File: config.mk
export PLATFORM = sky130hd
export DESIGN_NAME = arqui_lector
export DESIGN_NICKNAME = d
export VERILOG_FILES = /design/src/rtl/arqui_pkg.sv /design/src/rtl/rr_arbiter4.sv /design/src/rtl/arqui_lector.sv
export SDC_FILE = /design/constraint.sdc
export NUM_CORES = 1
export LEC_CHECK = 0
export ABC_AREA = 1
export ABC_CLOCK_PERIOD_IN_PS = 5800
export CAP_MARGIN = 20
export CORE_MARGIN = 2
export CORE_UTILIZATION = 40
export CTS_CLUSTER_DIAMETER = 150
export DETAILED_ROUTE_END_ITERATION = 12
export MAX_ROUTING_LAYER = met4
export PLACE_DENSITY = 0.64
export SYNTH_ARGS = -nofsm -noshare
export SYNTH_HDL_FRONTEND = slang
export SYNTH_SLANG_ARGS = --single-unit
File: constraint.sdc
create_clock -name clk -period 5.8 [get_ports clk]
set_input_delay 0.58 -clock clk [delete_from_list [all_inputs] [get_ports clk]]
set_output_delay 0.58 -clock clk [all_outputs]
set_load 0.01 [all_outputs]
File: src/rtl/arqui_pkg.sv
// Shared definitions for the arqui output-side reader: FSM encoding, word and
// counter widths, channel count and a one-hot to index helper.
package arqui_pkg;

    localparam int          DATA_SIZE = 6;
    localparam int          CNT_SIZE  = 5;
    localparam int unsigned NUM_CH    = 4;

    typedef enum logic [1:0] {
        RESET  = 2'd0,
        INIT   = 2'd1,
        IDLE   = 2'd2,
        ACTIVE = 2'd3
    } state_t;

    function automatic logic [1:0] onehot_idx(input logic [3:0] oh);
        logic [1:0] r;
        r = 2'd0;
        case (oh)
            4'b0010: r = 2'd1;
            4'b0100: r = 2'd2;
            4'b1000: r = 2'd3;
            default: r = 2'd0;
        endcase
        return r;
    endfunction

endpackage

File: src/rtl/rr_arbiter4.sv
// Four-way round-robin arbiter: grants the first requester at or after ptr,
// wrapping mod 4.
module rr_arbiter4 (
    input  logic [3:0] req_mask,
    input  logic [1:0] ptr,
    output logic [3:0] grant,
    output logic       any
);
    import arqui_pkg::*;

    logic [1:0] ch;
    logic       found;

    always_comb begin
        grant = '0;
        found = 1'b0;
        ch    = ptr;
        for (int unsigned i = 0; i < NUM_CH; i++) begin
            ch = ptr + 2'(i);
            if (!found && req_mask[ch]) begin
                grant[ch] = 1'b1;
                found     = 1'b1;
            end
        end
    end

    assign any = |req_mask;

endmodule

File: src/rtl/arqui_lector.sv
// Round-robin drain of the four arqui output FIFOs with per-channel word
// counters and a one-cycle counter read port.
module arqui_lector #(
    parameter int DATA_SIZE = arqui_pkg::DATA_SIZE,
    parameter int CNT_SIZE  = arqui_pkg::CNT_SIZE
) (
    input  logic                 clk,
    input  logic                 reset_L,
    input  logic                 init,
    input  logic                 pause,
    input  logic [3:0]           empty_i,
    input  logic [DATA_SIZE-1:0] data_i0,
    input  logic [DATA_SIZE-1:0] data_i1,
    input  logic [DATA_SIZE-1:0] data_i2,
    input  logic [DATA_SIZE-1:0] data_i3,
    output logic [3:0]           pop_o,
    output logic [DATA_SIZE-1:0] data_out,
    output logic                 valid_out,
    output logic [1:0]           idx_out,
    input  logic                 req,
    input  logic [1:0]           idx,
    output logic                 cnt_valid,
    output logic [CNT_SIZE-1:0]  cnt_out,
    output logic                 idle_out
);
    import arqui_pkg::*;

    state_t               state_q;
    logic                 idle_q;
    logic [1:0]           rr_ptr_q;
    logic                 pend_vld_q;
    logic [1:0]           pend_idx_q;
    logic [DATA_SIZE-1:0] data_q;
    logic                 valid_q;
    logic [1:0]           idx_q;
    logic [CNT_SIZE-1:0]  count_q [NUM_CH];
    logic                 cnt_valid_q;
    logic [CNT_SIZE-1:0]  cnt_q;

    logic [3:0]           grant;
    logic                 arb_any;
    logic [3:0]           pop;
    logic [1:0]           pop_idx;
    logic [DATA_SIZE-1:0] cap_data;

    rr_arbiter4 u_arb (
        .req_mask (~empty_i),
        .ptr      (rr_ptr_q),
        .grant    (grant),
        .any      (arb_any)
    );

    // pause gates the pop in the same cycle, independent of the FSM state register
    assign pop     = (state_q == ACTIVE && !pause && arb_any) ? grant : '0;
    assign pop_idx = onehot_idx(pop);

    always_comb begin
        case (pend_idx_q)
            2'd1:    cap_data = data_i1;
            2'd2:    cap_data = data_i2;
            2'd3:    cap_data = data_i3;
            default: cap_data = data_i0;
        endcase
    end

    always_ff @(posedge clk or negedge reset_L) begin
        if (!reset_L) begin
            state_q <= RESET;
            idle_q  <= 1'b0;
        end else if (state_q == RESET || init) begin
            state_q <= INIT;
            idle_q  <= 1'b0;
        end else begin
            case (state_q)
                INIT: begin
                    state_q <= IDLE;
                    idle_q  <= 1'b1;
                end
                IDLE: begin
                    if (!(&empty_i) && !pause) begin
                        state_q <= ACTIVE;
                        idle_q  <= 1'b0;
                    end
                end
                ACTIVE: begin
                    if ((&empty_i) || pause) begin
                        state_q <= IDLE;
                        idle_q  <= 1'b1;
                    end
                end
                default: begin
                    state_q <= INIT;
                    idle_q  <= 1'b0;
                end
            endcase
        end
    end

    // An in-flight capture always completes; only its count is dropped while in INIT.
    always_ff @(posedge clk or negedge reset_L) begin
        if (!reset_L) begin
            rr_ptr_q    <= '0;
            pend_vld_q  <= 1'b0;
            pend_idx_q  <= '0;
            data_q      <= '0;
            valid_q     <= 1'b0;
            idx_q       <= '0;
            cnt_valid_q <= 1'b0;
            cnt_q       <= '0;
            for (int unsigned i = 0; i < NUM_CH; i++) begin
                count_q[i] <= '0;
            end
        end else begin
            pend_vld_q <= |pop;
            pend_idx_q <= pop_idx;
            valid_q    <= pend_vld_q;
            if (|pop) begin
                rr_ptr_q <= pop_idx + 2'd1;
            end
            if (pend_vld_q) begin
                data_q <= cap_data;
                idx_q  <= pend_idx_q;
            end
            for (int unsigned i = 0; i < NUM_CH; i++) begin
                if (state_q == INIT) begin
                    count_q[i] <= '0;
                end else if (pend_vld_q && pend_idx_q == 2'(i)) begin
                    count_q[i] <= count_q[i] + CNT_SIZE'(1);
                end
            end
            cnt_valid_q <= req;
            if (req) begin
                cnt_q <= (state_q == INIT) ? '0 : count_q[idx];
            end
        end
    end

    assign pop_o     = pop;
    assign data_out  = data_q;
    assign valid_out = valid_q;
    assign idx_out   = idx_q;
    assign cnt_valid = cnt_valid_q;
    assign cnt_out   = cnt_q;
    assign idle_out  = idle_q;

endmodule

==> impl_results.md, run 1 <==
* Status: finished, final reports clean
* Die Y at 83.18 um
* Final min period at 3.314 ns
* Fin nets at 428
* GRT Overall Usage at 0.1783
* Slew headroom at 0.3846
* CTS Buffer Depth at 2
* Chip Width at 83.18 um
* Yosys warns at 0
* Gate count after technology mapping at 326
* Worst IR drop on VDD at 0.2005 mV
* # diodes at 0
* Drt via density at 5.035
* Total Neg Setup Slack at 0 ns
* Clock root buffer: clkbuf_8
* Dpl hpwl at 4341 um
* Crit end category: primary output
* Antenna violations before repair at 0
* Clock Sink Count at 43
* Max-slew violations at 0
* Clock-pin transition on the worst setup and hold timing paths at 0.09 ns
* Startpoint types: flip-flop
* Netlist cell types at 27
* Final Hold Fails at 0
* Total CTS buffers at 5
* Reg2reg setup slack at 3.56 ns
* Worst Path Required at 5.22 ns
* Fmax at 301.7 MHz
* # rows at 28
* CORE AREA at 5991 um^2
* Final period util at 0.5714
* Area leader, netlist: dfrtp_1
* Setup bufs post-CTS at 0
* Die area at 6918 um^2
* Area growth syn-to-layout at 28.49%
* ANT nets after route at 0
* Total power density per cell area at 355.1 nW/um^2
* Initial DRC Count at 130
* # IOs at 55
* Hold Path Class: input port to asynchronous set/reset pin
* MaxCap Viol Count at 0
* Synth top area share at 0.4291
* R2R cell count at 13
* # hold bufs at CTS at 0
* Final setup vio count at 0
* Port buffer count at 54
* Commonest cells after routing, fill and taps aside: 64 x nand2_1, 53 x clkdlybuf4s50_1, 43 x dfrtp_1, 39 x inv_1, 39 x nand3_1
* Global-route wire length before repair at 9880 um
* Worst setup path endpoint: pop_o[2]
* Clk_lat worst skew at 0.30 ns
* H-tree levels at 2
* DRC viols at 0
* DR pass1 iterations at 4
* RSZ-0062 raised after global routing: no
* Post-Route WL at 5719 um
* Worst Setup SP: rr_ptr_q[1]
* Synth Cell Area at 2507 um^2
* Pin count of the biggest net entering global routing at 44
* Overflow after GRT at 0
* Leak at 1.526 nW
* Gp weighted congestion at 0.8439
* Share of layout cells above drive strength 1 at 0.07572
* Kind of critical path: flip-flop to primary output
* Seq/Total Area, Yosys at 0.4291
* CTS tree: yes
* Critical Path AT at 2.73 ns
* Vias in the first global route at 2177
* Reg2reg end: rr_ptr_q[0]
* Clock skew at 0.01322 ns
* Synth top area cells: dfrtp_1 43%, nand2_1 9.6%, nand3_1 7.8%, o21ai_0 6.0%, inv_1 5.8%
* Syn_area_per_cell at 7.691 um^2
* WL per Instance at 12.49 um
* Placed Cells at 450
* CP max FO at 8
* Final non-filler cell total at 458
* Post-CTS resize count at 0
* DR vias at 2306
* Yosys reg bits at 43
* Initial core utilization at 0.4185
* R2r startpoint: rr_ptr_q[1]
* Tightest Pin Transition at 0.9231 ns
* Commonest non-fill, non-tap cell in the layout: nand2_1
* Syn_nets at 372
-- through the flow --
stage / power [mW] / util / hold WS (ns) / cell area (um^2) / worst slack (ns)
finish: 1.144 / 0.5378 / 0.3935 / 3222 / 2.486
global route: 1.241 / 0.5378 / 0.4890 / 3222 / 2.276
CTS: 1.156 / 0.5378 / 0.4445 / 3222 / 2.467
detailed placement: 0.9404 / 0.5205 / 0.4772 / 3118 / 2.690
global placement: 0.9385 / 0.5205 / 0.4712 / 3118 / 2.756
floorplan: 0.7522 / - / 0.2844 / 2507 / 3.581
-- routing by layer --
metal	global-route usage	wire length, um
met5	-	0
met4	0.05216	97
met3	0.04374	208
met2	0.2801	2723
met1	0.2295	2689
-- worst min-delay path by stage --
stage / slack (ns) / endpoint
3_5_place_dp: 0.48 / data_out[2]
3_3_place_gp: 0.47 / idx_out[0]
4_1_cts: 0.44 / cnt_out[4]
5_1_grt: 0.49 / cnt_out[4]
2_1_floorplan: 0.28 / cnt_out[0]
6_report: 0.39 / cnt_out[4]
-- synth_stat cells (all sizes together) --
| master | count |
|---|---|
| o211a | 1 |
| nand2 | 73 |
| xor2 | 1 |
| a221oi | 2 |
| a21oi | 20 |
| clkbuf | 5 |
| ha | 11 |
| nand4 | 3 |
| inv | 42 |
| o21ai | 33 |
| xnor2 | 1 |
| nor3 | 8 |
| nand3 | 41 |
| and3 | 3 |
| a41oi | 4 |
| o22ai | 2 |
| nor2 | 30 |
| dfrtp | 43 |
| nor4 | 1 |
| a22o | 2 |
-- area by class of cell --
type                    instances  area, um^2
clock buffers                   7       96.34
multi-input cells             236        1255
well taps                      75       93.84
clock inverters                 1       7.507
flip-flops and latches         43        1076
inverters                      42       157.7
repair buffers                 54       535.5
fillers                       566        2769
-- flip-flops by register name, summed over array words and instances, names as in the netlist, 2 cells and up --
register    flops
data_out        6
state_q         2
pend_idx_q      2
count_q        20
cnt_out         5
rr_ptr_q        2
idx_out         2
-- power breakdown --
group | switching, mW | internal [mW] | leakage, nW
combinational | 0.301 | 0.214 | 0.910
sequential | 0.0592 | 0.358 | 0.565
clock | 0.104 | 0.108 | 0.0505
total | 0.464 | 0.680 | 1.53
-- cells by family after synthesis --
logic type | after synthesis | share of synthesized area
xor+xnor | 2 | 0.006987
compound gates | 64 | 0.1427
flops | 43 | 0.4291
fa+ha+maj | 11 | 0.05489
buf+inv | 47 | 0.07036
simple gates | 159 | 0.2959
-- worst max-delay path: stages, from the launching register on --
cell	delay, ns
dfrtp_1	0.52
inv_1	0.21
ha_1	0.36
inv_1	0.06
nand3_1	0.09
nand2_2	0.12
nor2_8	0.15
nand3_1	0.11
nand3_1	0.09
nand2_1	0.07
inv_1	0.10
clkdlybuf4s50_1	0.54
(Power assumes the default switching activity.)
==> run 2, diff against run 1 <==
- ABC_CLOCK_PERIOD_IN_PS: 5800 -> 3000
- PLACE_DENSITY: 0.64 -> 0.66
- clock period: 5.8 -> 3 ns (I/O delays scaled with it)
==> impl_results.md, run 2 (synthesized netlist as in run 1, its figures left out) <==
* Area taken by multi-input logic gates at 1255 um^2 (unchanged)
* Hold_ws at 0.1360 ns (-0.2575 ns)
* Worst Path Required at 2.70 ns (-2.52 ns)
* Final Hold Fails at 0 (unchanged)
* Clock Sink Count at 43 (unchanged)
* Final total power at 2.331 mW (+100%)
* Global-route wire length before repair at 9977 um (+0.98%)
* Clock skew at 0.01157 ns (-0.001651 ns)
* Total CTS buffers at 5 (unchanged)
* Worst IR drop on VDD at 0.4527 mV (+130%)
* Commonest cells after routing, fill and taps aside: 64 x nand2_1, 53 x clkdlybuf4s50_1, 41 x dfrtp_1, 39 x inv_1, 39 x nand3_1
* # hold bufs at CTS at 0 (unchanged)
* Die area at 6918 um^2 (unchanged)
* Crit end category: primary output
* Area growth syn-to-layout at 30.94%
* CP max FO at 8 (unchanged)
* Sequential cell area at 1079 um^2 (+0.23%)
* MaxCap Viol Count at 0 (unchanged)
* Port buffer count at 54 (unchanged)
* Critical Path AT at 2.54 ns (-0.19 ns)
* Largest Register: count_q
* Gp weighted congestion at 0.8824 (+4.6%)
* DR vias at 2350 (+1.9%)
* Slew headroom at 0.3703 (-0.01427)
* Dpl hpwl at 4363 um (+0.50%)
* Commonest non-fill, non-tap cell in the layout: nand2_1
* H-tree levels at 2 (unchanged)
* Chip Width at 83.18 um (unchanged)
* CTS tree: yes
* Max reg flops at 20 (unchanged)
* Die Y at 83.18 um (unchanged)
* Tightest Pin Transition at 0.9445 ns (+0.02140 ns)
* Startpoint types: flip-flop
* Initial core utilization at 0.4185 (unchanged)
* Hold Path Class: input port to asynchronous set/reset pin
* Total power density per cell area at 710.1 nW/um^2 (+100%)
* DRC viols at 0 (unchanged)
* Clock-pin transition on the worst setup and hold timing paths at 0.08 ns (about the same)
* # rows at 28 (unchanged)
* Antenna violations before repair at 0 (unchanged)
* Placed Cells at 452 (+0.44%)
* Status: finished, final reports clean
* # IOs at 55 (unchanged)
* Clock root buffer: clkbuf_8
* Initial DRC Count at 136 (+4.6%)
* Drt via density at 5.065 (+0.59%)
* Final min period at 2.839 ns
* Leak at 1.564 nW (+2.5%)
* Final setup vio count at 0 (unchanged)
* Final non-filler cell total at 464 (+1.3%)
* Kind of critical path: flip-flop to primary output
* Pin count of the biggest net entering global routing at 44 (unchanged)
* Final worst setup slack at 0.1612 ns (-2.324 ns)
* Final period util at 0.9463
* DR pass1 iterations at 4 (unchanged)
* ANT nets after route at 0 (unchanged)
* CTS Buffer Depth at 2 (unchanged)
* CORE AREA at 5991 um^2 (unchanged)
* Fmax at 352.3 MHz
* Post-Route WL at 5877 um (+2.8%)
* Overflow after GRT at 0 (unchanged)
* Fin nets at 434 (+1.4%)
* Vias in the first global route at 2239 (+2.8%)
* # diodes at 0 (unchanged)
* Clk_lat worst skew at 0.30 ns (about the same)
* GRT Overall Usage at 0.1778 (-0.0004562)
* Pre-CTS WS at 0.3341 ns (-2.356 ns)
* Max-slew violations at 0 (unchanged)
* Share of layout cells above drive strength 1 at 0.09512 (+0.01940)
* Fillers at 568 (+0.35%)
* WL per Instance at 12.67 um (+1.4%)
[run 2: cell count changes in the layout (fill, tap and decap cells not counted), sizes merged]
cell	delta
clkinvlp	-1
clkbuf	-1
clkinv	+1
bufinv	+1
buf	+6
[run 2: final cells by class]
type / instances / area share
clock buffers: 6 / 0.02515
clock inverters: 2 / 0.01067
inverters: 42 / 0.04802
multi-input cells: 236 / 0.3822
flip-flops and latches: 43 / 0.3285
well taps: 75 / 0.02858
repair buffers: 60 / 0.1768
[run 2: final timing paths]
check,start,slack (ns),depth (start not counted),end
worst max-delay path,rr_ptr_q[1],0.16,10,pop_o[2]
worst min-delay path,reset_L,0.14,1,cnt_out[2]
worst max register to register,rr_ptr_q[1],0.92,14,rr_ptr_q[1]
worst min register to register,data_out[2],0.49,2,data_out[2]
max in group asynchronous,reset_L,2.20,1,rr_ptr_q[1]
min in group clk,data_out[2],0.49,2,data_out[2]
[run 2: report_power, final]
| group | switching [mW] | internal (mW) | total (mW) |
|---|---|---|---|
| combinational | 0.621 | 0.447 | 1.07 |
| sequential | 0.0994 | 0.695 | 0.794 |
| clock | 0.199 | 0.269 | 0.469 |
[run 2: through the flow]
stage / TNS (ns) / util / instance area, um^2
after CTS: 0 / 0.5428 / 3252
final: 0 / 0.5480 / 3283
after global routing: -0.003932 / 0.5480 / 3283
after floorplan: 0 / - / 2507
after detailed placement: 0 / 0.5230 / 3133
after global placement: 0 / 0.5230 / 3133
[run 2: layer usage]
layer,wire [um],global-route usage,part of all wire,vias up
li1,-,-,-,1209
met1,2817,0.2334,0.48,1095
met5,0,-,0,-
met2,2812,0.2874,0.48,41
met4,50,0.03577,0.0085,0
met3,197,0.03678,0.034,5
[run 2: what timing repair did]
item / 4_1_cts / 5_1_grt
buffers inserted: 0 / 4
gates resized for setup: 1 / 1
setup endpoints to repair: 1 / 4
pin swaps: 0 / 0
[run 2: worst max-delay path, stage by stage (launching register included)]
cell and delay [ns]:
dfrtp_2 0.44, inv_1 0.19, ha_1 0.30, nand3_1 0.11, nand2_2 0.13, nor2_8 0.15
nand3_1 0.12, nand3_1 0.10, nand2_1 0.08, inv_1 0.10, clkdlybuf4s50_1 0.54
==> run 3, diff against run 2 <==
- GPL_ROUTABILITY_DRIVEN: unset -> 1
==> results of run 3 <==
Same layout as run 2: the final DEF is identical, and so are final timing and power.
